--- src/rtl/hs_txn_profiler.sv ---
// Per-transaction start/latency/stall profiler for an ap_ctrl_hs module.
// Define HS_PROFILER_STALL_EN to keep the stall counter and its FIFO column.
module hs_txn_profiler #(
  parameter int TS_W  = 32,
  parameter int LAT_W = 24,
  parameter int DEPTH = 8
) (
  input  logic                   ap_clk,
  input  logic                   ap_rst_n,
  input  logic                   ap_start,
  input  logic                   ap_ready,
  input  logic                   ap_done,
  input  logic                   ap_continue,
  input  logic                   stall,
  input  logic                   clear,
  output logic                   rec_valid,
  input  logic                   rec_ready,
  output logic [TS_W-1:0]        rec_ts,
  output logic [LAT_W-1:0]       rec_lat,
  output logic [LAT_W-1:0]       rec_stall,
  output logic                   rec_sat,
  output logic [$clog2(DEPTH):0] fifo_level,
  output logic [15:0]            drop_cnt,
  output logic                   busy
);

  localparam int AW = $clog2(DEPTH);
  localparam int PW = AW + 1;
  localparam logic [LAT_W-1:0] LMAX = '1;

  typedef enum logic [1:0] {IDLE, RUN, HOLD} state_t;

  state_t          state;
  logic [TS_W-1:0] ts;
  logic [TS_W-1:0] ts_q;
  logic [LAT_W-1:0] lat;
  logic [LAT_W-1:0] stl;
  logic            sat;

  logic            stl_in;
  logic            unused_ok;

  logic            lat_ovf;
  logic            stl_ovf;
  logic [LAT_W-1:0] lat_nx;
  logic [LAT_W-1:0] stl_nx;

  logic            push;
  logic [TS_W-1:0] p_ts;
  logic [LAT_W-1:0] p_lat;
  logic [LAT_W-1:0] p_stl;
  logic            p_sat;

`ifdef HS_PROFILER_STALL_EN
  assign stl_in    = stall;
  assign unused_ok = ap_ready;
`else
  assign stl_in    = 1'b0;
  assign unused_ok = ^{ap_ready, stall, p_stl};
`endif

  assign lat_ovf = (lat == LMAX);
  assign lat_nx  = lat_ovf ? lat : lat + LAT_W'(1);
  assign stl_ovf = stl_in && (stl == LMAX);
  assign stl_nx  = stl + LAT_W'(stl_in && !stl_ovf);

  // Record that would be pushed this cycle, counting the current cycle.
  always_comb begin
    push  = 1'b0;
    p_ts  = ts;
    p_lat = LAT_W'(1);
    p_stl = LAT_W'(stl_in);
    p_sat = 1'b0;
    unique case (state)
      IDLE: push = ap_start && ap_done && ap_continue;
      RUN: begin
        push  = ap_done && ap_continue;
        p_ts  = ts_q;
        p_lat = lat_nx;
        p_stl = stl_nx;
        p_sat = sat || lat_ovf || stl_ovf;
      end
      HOLD: begin
        push  = ap_continue;
        p_ts  = ts_q;
        p_lat = lat;
        p_stl = stl;
        p_sat = sat;
      end
      default: push = 1'b0;
    endcase
  end

  always_ff @(posedge ap_clk or negedge ap_rst_n) begin
    if (!ap_rst_n) begin
      state <= IDLE;
      ts    <= '0;
      ts_q  <= '0;
      lat   <= '0;
      stl   <= '0;
      sat   <= 1'b0;
    end else if (clear) begin
      state <= IDLE;
      ts    <= '0;
      ts_q  <= '0;
      lat   <= '0;
      stl   <= '0;
      sat   <= 1'b0;
    end else begin
      ts <= ts + TS_W'(1);
      unique case (state)
        IDLE: begin
          if (ap_start) begin
            ts_q <= ts;
            lat  <= LAT_W'(1);
            stl  <= LAT_W'(stl_in);
            sat  <= 1'b0;
            if (ap_done && ap_continue) state <= IDLE;
            else if (ap_done)           state <= HOLD;
            else                        state <= RUN;
          end
        end
        RUN: begin
          lat <= lat_nx;
          stl <= stl_nx;
          sat <= p_sat;
          if (ap_done) state <= ap_continue ? IDLE : HOLD;
        end
        HOLD: begin
          if (ap_continue) state <= IDLE;
        end
        default: state <= IDLE;
      endcase
    end
  end

  assign busy = (state != IDLE);

  logic [PW-1:0]    wr_ptr;
  logic [PW-1:0]    rd_ptr;
  logic [PW-1:0]    level;
  logic [AW-1:0]    rd_idx;
  logic             empty;
  logic             full;
  logic             pop;
  logic             wr_en;
  logic             drop;

  logic [TS_W-1:0]  mem_ts  [DEPTH];
  logic [LAT_W-1:0] mem_lat [DEPTH];
  logic [DEPTH-1:0] mem_sat;

  assign level  = wr_ptr - rd_ptr;
  assign rd_idx = rd_ptr[AW-1:0];
  assign empty  = (level == '0);
  assign full   = (level == PW'(DEPTH));
  assign pop    = !empty && rec_ready;
  assign wr_en  = push && (!full || pop);
  assign drop   = push && full && !pop;

  always_ff @(posedge ap_clk or negedge ap_rst_n) begin
    if (!ap_rst_n) begin
      wr_ptr   <= '0;
      rd_ptr   <= '0;
      drop_cnt <= '0;
    end else if (clear) begin
      wr_ptr   <= '0;
      rd_ptr   <= '0;
      drop_cnt <= '0;
    end else begin
      if (wr_en) wr_ptr <= wr_ptr + PW'(1);
      if (pop)   rd_ptr <= rd_ptr + PW'(1);
      if (drop && drop_cnt != 16'hFFFF) drop_cnt <= drop_cnt + 16'd1;
    end
  end

  always_ff @(posedge ap_clk) begin
    if (wr_en) begin
      mem_ts[wr_ptr[AW-1:0]]  <= p_ts;
      mem_lat[wr_ptr[AW-1:0]] <= p_lat;
      mem_sat[wr_ptr[AW-1:0]] <= p_sat;
    end
  end

`ifdef HS_PROFILER_STALL_EN
  logic [LAT_W-1:0] mem_stl [DEPTH];

  always_ff @(posedge ap_clk) begin
    if (wr_en) mem_stl[wr_ptr[AW-1:0]] <= p_stl;
  end

  assign rec_stall = empty ? '0 : mem_stl[rd_idx];
`else
  assign rec_stall = '0;
`endif

  // Head fields read as zero while empty so reset values are defined.
  assign rec_valid  = !empty;
  assign rec_ts     = empty ? '0 : mem_ts[rd_idx];
  assign rec_lat    = empty ? '0 : mem_lat[rd_idx];
  assign rec_sat    = !empty && mem_sat[rd_idx];
  assign fifo_level = level;

endmodule

--- config.mk ---
export PLATFORM = sky130hd
export DESIGN_NAME = hs_txn_profiler
export DESIGN_NICKNAME = d
export VERILOG_FILES = /design/src/rtl/hs_txn_profiler.sv
export SDC_FILE = /design/constraint.sdc
export NUM_CORES = 1
export LEC_CHECK = 0
export ABC_CLOCK_PERIOD_IN_PS = 13000
export CORE_ASPECT_RATIO = 0.9
export CORE_MARGIN = 4
export CORE_UTILIZATION = 55
export CTS_CLUSTER_DIAMETER = 100
export DETAILED_ROUTE_END_ITERATION = 16
export GPL_ROUTABILITY_DRIVEN = 0
export GPL_TIMING_DRIVEN = 0
export MAX_ROUTING_LAYER = met4
export PLACE_DENSITY = 0.74
export SLEW_MARGIN = 20
export SYNTH_ARGS = -nofsm -noshare
export SYNTH_HDL_FRONTEND = slang
export SYNTH_SLANG_ARGS = --single-unit
--- constraint.sdc ---
create_clock -name ap_clk -period 13 [get_ports ap_clk]
set_input_delay 2.6 -clock ap_clk [delete_from_list [all_inputs] [get_ports ap_clk]]
set_output_delay 2.6 -clock ap_clk [all_outputs]
set_load 0.03 [all_outputs]
==> metrics.md, run 1 <==
| Metric | Value |
|---|---|
| Status | `finished clean` |
| Post-Syn Instances | `between 1,500 and 2,000` |
| Final Slew Violations | `0` |
| Hold-fix buffers, CTS | `0` |
| First-pass detailed-route iteration total | `5` |
| Worst path arrival time | `between 6000 and 7000 ps` |
| HP Class | `reg -> reg` |
| Yosys warning count | `0` |
| Levels on crit path | `13` |
| Post-Route WL | `between 50,000 and 60,000 µm` |
| Root buf cell | `clkbuf_16` |
| Maximum net fanout on the critical path | `10` |
| Yosys reg bits | `approximately 570` |
| Antenna violations before repair | `0` |
| Pwr Density | `approximately 180 nW/µm²` |
| Post-CTS setup buffer count | `0` |
| Slew @ Worst Pin | `roughly 1200 ps` |
| Clock Power Share | `between 20 and 30%` |
| Slowest Stage Delay on Critical Path | `780 ps` |
| Flop pwr share | `around 39%` |
| Worst skew pair latency | `about 610 ps` |
| CP max-delay cell | `clkbuf_1` |
| Setup Crit Path Kind | `reg -> out` |
| VDD IR-drop max | `around 0.10 mV` |
| Main synth FF type | `edfxtp_1` |
| Switching power of the nets | `between 1500 and 2000 µW` |
| Final Hold Fails | `0` |
| IO Pins | `around 110` |
| Nets | `1,871` |
| Synthesized area per cell | `15.04 µm²` |
| Delay-heaviest family, CP | `buffers and inverters` |
| Worst reg2reg endpoint | `mem_ts[1][10]` |
| Cell-internal power | `3486 µW` |
| Leak | `roughly 0.010 µW` |
| Layout cells sized above 1 | `19.83%` |
| Period minus WS final | `between 9000 and 10,000 ps` |
| Post-synthesis sequential area ratio | `slightly below 70%` |
| Core area | `43,240 µm²` |
| End of the critical path | `rec_lat[21]` |
| Routed Antenna Nets | `0` |
| Final setup viols | `0` |
| Worst hold stages | `2` |
| Largest net degree at the start of global routing | `65` |
| Post-CTS Resized | `0` |
| Total CTS buffers | `56` |
| DR vias | `14,887` |
| Clk sinks | `~570` |
| Worst Skew | `between 15 and 20 ps` |
| Setup TNS | `0 ps` |
| Total chip power | `5139 µW` |
| Reg clk slew, reported paths | `around 60 ps` |
| CTS max path bufs | `3` |
| Initial Utilization | `55.90%` |
| Vias in the first global route | `approximately 15,000` |
| Reg-to-reg startpoint | `rd_ptr[1]` |
| IO Port Bufs | `85` |
| Crit. Startpoint | `rd_ptr[1]` |
| Die area | `around 47,000 µm²` |
| Most frequent CP cell | `clkbuf_1` |
| Buf/Inv on CP | `8` |
| WP data required | `10,400 ps` |
| Mapped Area | `24,170 µm²` |
| Slew HR | `roughly 18%` |
| First-pass GRT wire length | `between 80,000 and 90,000 µm` |
| Area grow syn2layout | `16.70%` |
| Grt ovf | `0` |
| Crit-path cells | `clkbuf_1 > clkbuf_1 > clkbuf_1 > inv_1 > fa_1 > xor2_1 > nor3_1 > nor2b_1 > clkbuf_1 > clkbuf_1 > buf_1 > a21oi_1 > clkdlybuf4s50_1` |
| Per-cell routed wire length | `between 20 and 25 µm` |
| Tcrit/Tclk final | `between 70% and 80%` |
| FF-to-FF setup slack | `around 7000 ps` |
| CTS tree | `built` |
| Die Ht | `206.9 µm` |
| Post-detail-place hpwl | `between 30,000 and 40,000 µm` |
| Asr flop ratio synth | `between 20% and 30%` |
| H-tree levels | `2` |
| DR vias/cell | `6.071` |
| All-Layer GR Usage | `around a quarter` |
| Die width | `~230 µm` |
| RSZ-0062 raised after global routing | `no` |
| # DRC | `0` |
| Post-synth EDFFs | `around 460` |
| Crit path capture type | `output pin` |
| Share of power burned in combinational logic | `between 30% and 40%` |
| 1st-iter DRT viols | `between 1,500 and 2,000` |
| Yosys cell types | `52` |
| Max Clock Freq | `approximately 110 MHz` |
| R2r worst-path depth | `15` |
| CP Launch Type | `flop` |
| Std cell rows | `72` |
| Sw frac | `between 30% and 40%` |
| Max cap viols | `0` |
## power by group through the flow
stage / registers [µW] / logic (µW) / clock network (µW)
2_1_floorplan: 2030 / 1000 / 0
3_3_place_gp: 2040 / 1590 / 0
3_5_place_dp: 2030 / 1610 / 0
4_1_cts: 1990 / 1620 / 1550
5_1_grt: 1990 / 1700 / 1630
6_report: 1990 / 1610 / 1530
## layer usage
metal | wire [µm] | track usage (%) | vias up
li1 | - | - | 6535
met3 | 5152 | 4.473 | 96
met2 | 26300 | 37.73 | 729
met4 | 1264 | 6.649 | 0
met1 | 24460 | 36.26 | 7527
met5 | 0 | - | -
## synthesized netlist by cell type, types with 14 or more instances
cell type	number	area, µm²
o31ai_1	26	195.2
clkbuf_1	66	247.7
nand3_1	37	185.2
a31oi_1	22	137.6
nor2_1	61	229.0
edfxtp_1	456	13690
dfrtp_1	115	2878
or3_1	14	87.58
xor2_1	25	219.0
xnor2_1	19	166.4
nand2_1	242	908.4
inv_1	23	86.33
o21ai_0	58	290.3
a21oi_1	129	645.6
nand4_1	19	118.9
mux2_2	30	337.8
buf_4	26	195.2
and3_1	14	87.58
buf_2	21	105.1
mux4_2	114	2567
## logic make-up (layout without fill, tap and decap cells)
kind of cell	after synthesis	count (layout)	synth area share, %
xor gates and xnor gates	44	44	1.594
adders and majority gates	13	13	0.7040
other	1	25	0.01551
buffers and inverters	147	413	2.837
DFF	571	571	68.56
muxes	146	146	12.10
and+or+nand+nor	437	437	8.329
AOI/OAI and AO/OA	248	248	5.860
## cell usage in the layout, fill, tap and decap left out, types with 24 or more instances in the layout
master and instances:
nand3_1 37, a21oi_1 129, mux2_2 30, nand2_1 242, buf_4 62, clkbuf_16 57, dfrtp_1 115, buf_2 48
nor2_1 60, edfxtp_1 456, mux4_2 114, xor2_1 25, conb_1 24, clkbuf_1 83, o21ai_0 58, clkdlybuf4s50_1 84
o31ai_1 25
## worst min path at each step
stage                     startpoint  endpoint
after global routing        ts_q[23]  ts_q[23]
after global placement           sat       sat
final                       ts_q[20]  ts_q[20]
after CTS                   ts_q[26]  ts_q[26]
after floorplan                  sat       sat
after detailed placement         sat       sat
## area by class of cell
type	instances	area (µm²)
Sequential cell	571	16570
Fill cell	3016	15030
Multi-Input combinational cell	912	7052
Clock buffer	86	1649
Timing Repair Buffer	161	1454
Tap cell	555	694.4
Buffer	124	599.3
Clock inverter	19	100.1
Inverter	23	86.33
Antenna cell	1	2.502
## worst min-delay path, cell delays in order, from the launching register on
cell	delay, ps
dfrtp_1	380
nand2_1	60
a21oi_1	50
## registers in the layout (all words and copies together) (netlist names)
name	flops
mem_lat	192
ts	32
state	2
rd_ptr	4
drop_cnt	16
lat	24
mem_ts	256
mem_sat	8
sat	1
wr_ptr	4
ts_q	32
## metrics by stage
stage                     instance area [µm²]  utilization [%]  instances  worst slack [ps]  hold slack [ps]
after floorplan                         24260                -       1630              3104            466.8
after detailed placement                26450            61.17       2346              4611            489.0
final                                   28210            65.23       2452              3736            524.9
after CTS                               28200            65.22       2451              3921            523.6
after global routing                    28210            65.23       2451              3467            539.6
after global placement                  25800            59.67       2270             -3743            484.4
Note: power is estimated with default switching activity, not from simulation.
==> inputs of run 2 (changes only) <==
Settings changed: ABC_CLOCK_PERIOD_IN_PS 13000 to 7760, PLACE_DENSITY 0.74 to 0.77.
Clock period 13 ns to 7.76 ns, I/O delays scaled along.
==> run 2 against run 1 <==
Effect of this change: power grew 71%; die area unchanged; global-route usage increased by 0.10 points; sequential power increased by 68%; combinational power up 67%; clock-buffer cell count down 10; sequential share of layout area shrank 0.37 points; largest power group unchanged.
==> metrics.md, run 2 (same netlist as run 1, synthesis figures left out) <==
| Metric | Value |
|---|---|
| Flop pwr share | `a little under two fifths` |
| Core area | `around 43,000 µm²` |
| Pwr Density | `about 300 nW/µm²` |
| Clock Power Share | `between 30 and 40%` |
| Nets | `between 1,500 and 2,000` |
| Post-route insts no fill | `approximately 2,400` |
| CTS tree | `built` |
| Setup Crit Path Kind | `reg -> out` |
| Reg clk slew, reported paths | `roughly 60 ps` |
| Crit. Startpoint | `rd_ptr[1]` |
| DP Worst Slack | `around 530 ps` |
| Worst Skew | `22.71 ps` |
| Slew @ Worst Pin | `between 1000 and 1500 ps` |
| WHS Endpoint | `sat` |
| Post-Route WL | `between 50,000 and 60,000 µm` |
| Tcrit/Tclk final | `between 90% and 100%` |
| Cell-internal power | `between 6000 and 7000 µW` |
| Max cap viols | `0` |
| HP Class | `reg -> reg` |
| Worst skew pair latency | `just over 600 ps` |
| Multi-input logic area | `7066 µm²` |
| DR vias | `approximately 15,000` |
| Slew HR | `between 20 and 30%` |
| Post-detail-place hpwl | `38,380 µm` |
| Crit path capture type | `output pin` |
| RSZ-0062 raised after global routing | `no` |
| H-tree levels | `2` |
| # DRC | `0` |
| Clk sinks | `571` |
| CTS max path bufs | `3` |
| Maximum net fanout on the critical path | `10` |
| Worst hold stages | `1` |
| DR vias/cell | `between 6 and 7` |
| Fillers | `roughly 2,900` |
| Root buf cell | `clkbuf_16` |
| Routed Antenna Nets | `0` |
| FF-to-FF setup slack | `2230 ps` |
| Dpl cells | `between 2,000 and 2,500` |
| Post-CTS setup buffer count | `0` |
| Die Ht | `between 200 and 250 µm` |
| Final Hold Fails | `0` |
| Initial Utilization | `about 56%` |
| Antenna violations before repair | `2` |
| First-pass GRT wire length | `around 90,000 µm` |
| IO Port Bufs | `85` |
| Per-cell routed wire length | `approximately 24 µm` |
| Status | `finished clean` |
| All-Layer GR Usage | `25.18%` |
| Sw frac | `roughly a third` |
| IO Pins | `between 100 and 150` |
| Hold-fix buffers, CTS | `0` |
| Std cell rows | `a little over 70` |
| Worst reg2reg endpoint | `mem_lat[1][0]` |
| CP Launch Type | `flop` |
| Leak | `about 0.010 µW` |
| Die width | `between 200 and 250 µm` |
| Layout cells sized above 1 | `between 20% and 30%` |
| R2r worst-path depth | `17` |
| Period minus WS final | `around 7400 ps` |
| Largest net degree at the start of global routing | `68` |
| First-pass detailed-route iteration total | `6` |
| Post-CTS Resized | `1` |
| Grt ovf | `0` |
| Fin worst setup slack | `~340 ps` |
| Commonest non-fill, non-tap cell in the layout | `edfxtp_1` |
| Die area | `between 40,000 and 50,000 µm²` |
| Vias in the first global route | `roughly 15,000` |
| Switching power of the nets | `between 2000 and 3000 µW` |
| Total CTS buffers | `between 50 and 60` |
| Area grow syn2layout | `17.44%` |
| 1st-iter DRT viols | `between 2,000 and 2,500` |
| Commonest cells after routing, fill and taps aside | `edfxtp_1 (456), nand2_1 (242), a21oi_1 (129)` |
| Seq. cell area | `between 15,000 and 20,000 µm²` |
| Worst path arrival time | `between 5000 and 6000 ps` |
| WP data required | `between 6000 and 7000 ps` |
| HP Start | `sat` |
| VDD IR-drop max | `approximately 0.19 mV` |
| Reg-to-reg startpoint | `rd_ptr[1]` |
| Final Slew Violations | `0` |
| Max Clock Freq | `roughly 130 MHz` |
| Final setup viols | `0` |
| Share of power burned in combinational logic | `slightly above 30%` |
| Largest register FFs | `roughly 260` |
==> run 2: worst max-delay path by stage <==
| stage | end | depth (start not counted) |
|---|---|---|
| floorplan | mem_lat[0][0] | 12 |
| global placement | mem_lat[0][0] | 12 |
| detailed placement | rec_lat[22] | 13 |
| CTS | rec_lat[3] | 13 |
| global route | rec_lat[3] | 13 |
| finish | rec_lat[20] | 13 |
==> run 2: final cells by class <==
class	count	share of cell area [%]
multi-input combinational	912	24.89
sequential	571	58.38
clock inverter	27	1.155
inverter	23	0.3041
antenna	2	0.01763
tap	555	2.446
buffer	124	2.120
clock buffer	76	5.408
timing repair buffer	157	5.281
==> run 2: worst max-delay path, cell delays in order (launching register included) <==
cell and delay, ps:
dfrtp_1 360, clkbuf_1 530, clkbuf_2 420, clkbuf_2 410
inv_1 140, fa_1 420, xor2_1 190, nor3_1 290
nor2b_1 170, clkbuf_1 330, clkbuf_1 590, buf_1 570
a21oi_1 170, clkdlybuf4s50_1 650
==> run 2: layer usage <==
metal	vias up	wire length (µm)	track usage, %
met5	-	0	-
met4	0	1738	8.301
met3	127	4877	4.432
met2	781	27350	38.99
met1	7547	23690	34.74
li1	6545	-	-
==> run 2: power groups by stage <==
stage               logic, µW  clock network (µW)  registers [µW]
detailed placement       2700                   0            3400
global route             2850                2900            3340
finish                   2690                2740            3340
global placement         2660                   0            3410
CTS                      2720                2770            3340
floorplan                1680                   0            3400
==> run 2: metrics by stage <==
stage          utilization, %  power (µW)  cell area, µm²  hold slack (ps)  setup TNS, ps
2_1_floorplan               -        5080           24260            466.8        -154590
3_3_place_gp            59.68        6077           25810            487.0       -2110350
3_5_place_dp            61.30        6104           26510            489.8              0
4_1_cts                 65.61        8834           28370            513.7              0
5_1_grt                 65.65        9096           28390            546.7              0
6_report                65.65        8775           28390            518.1              0
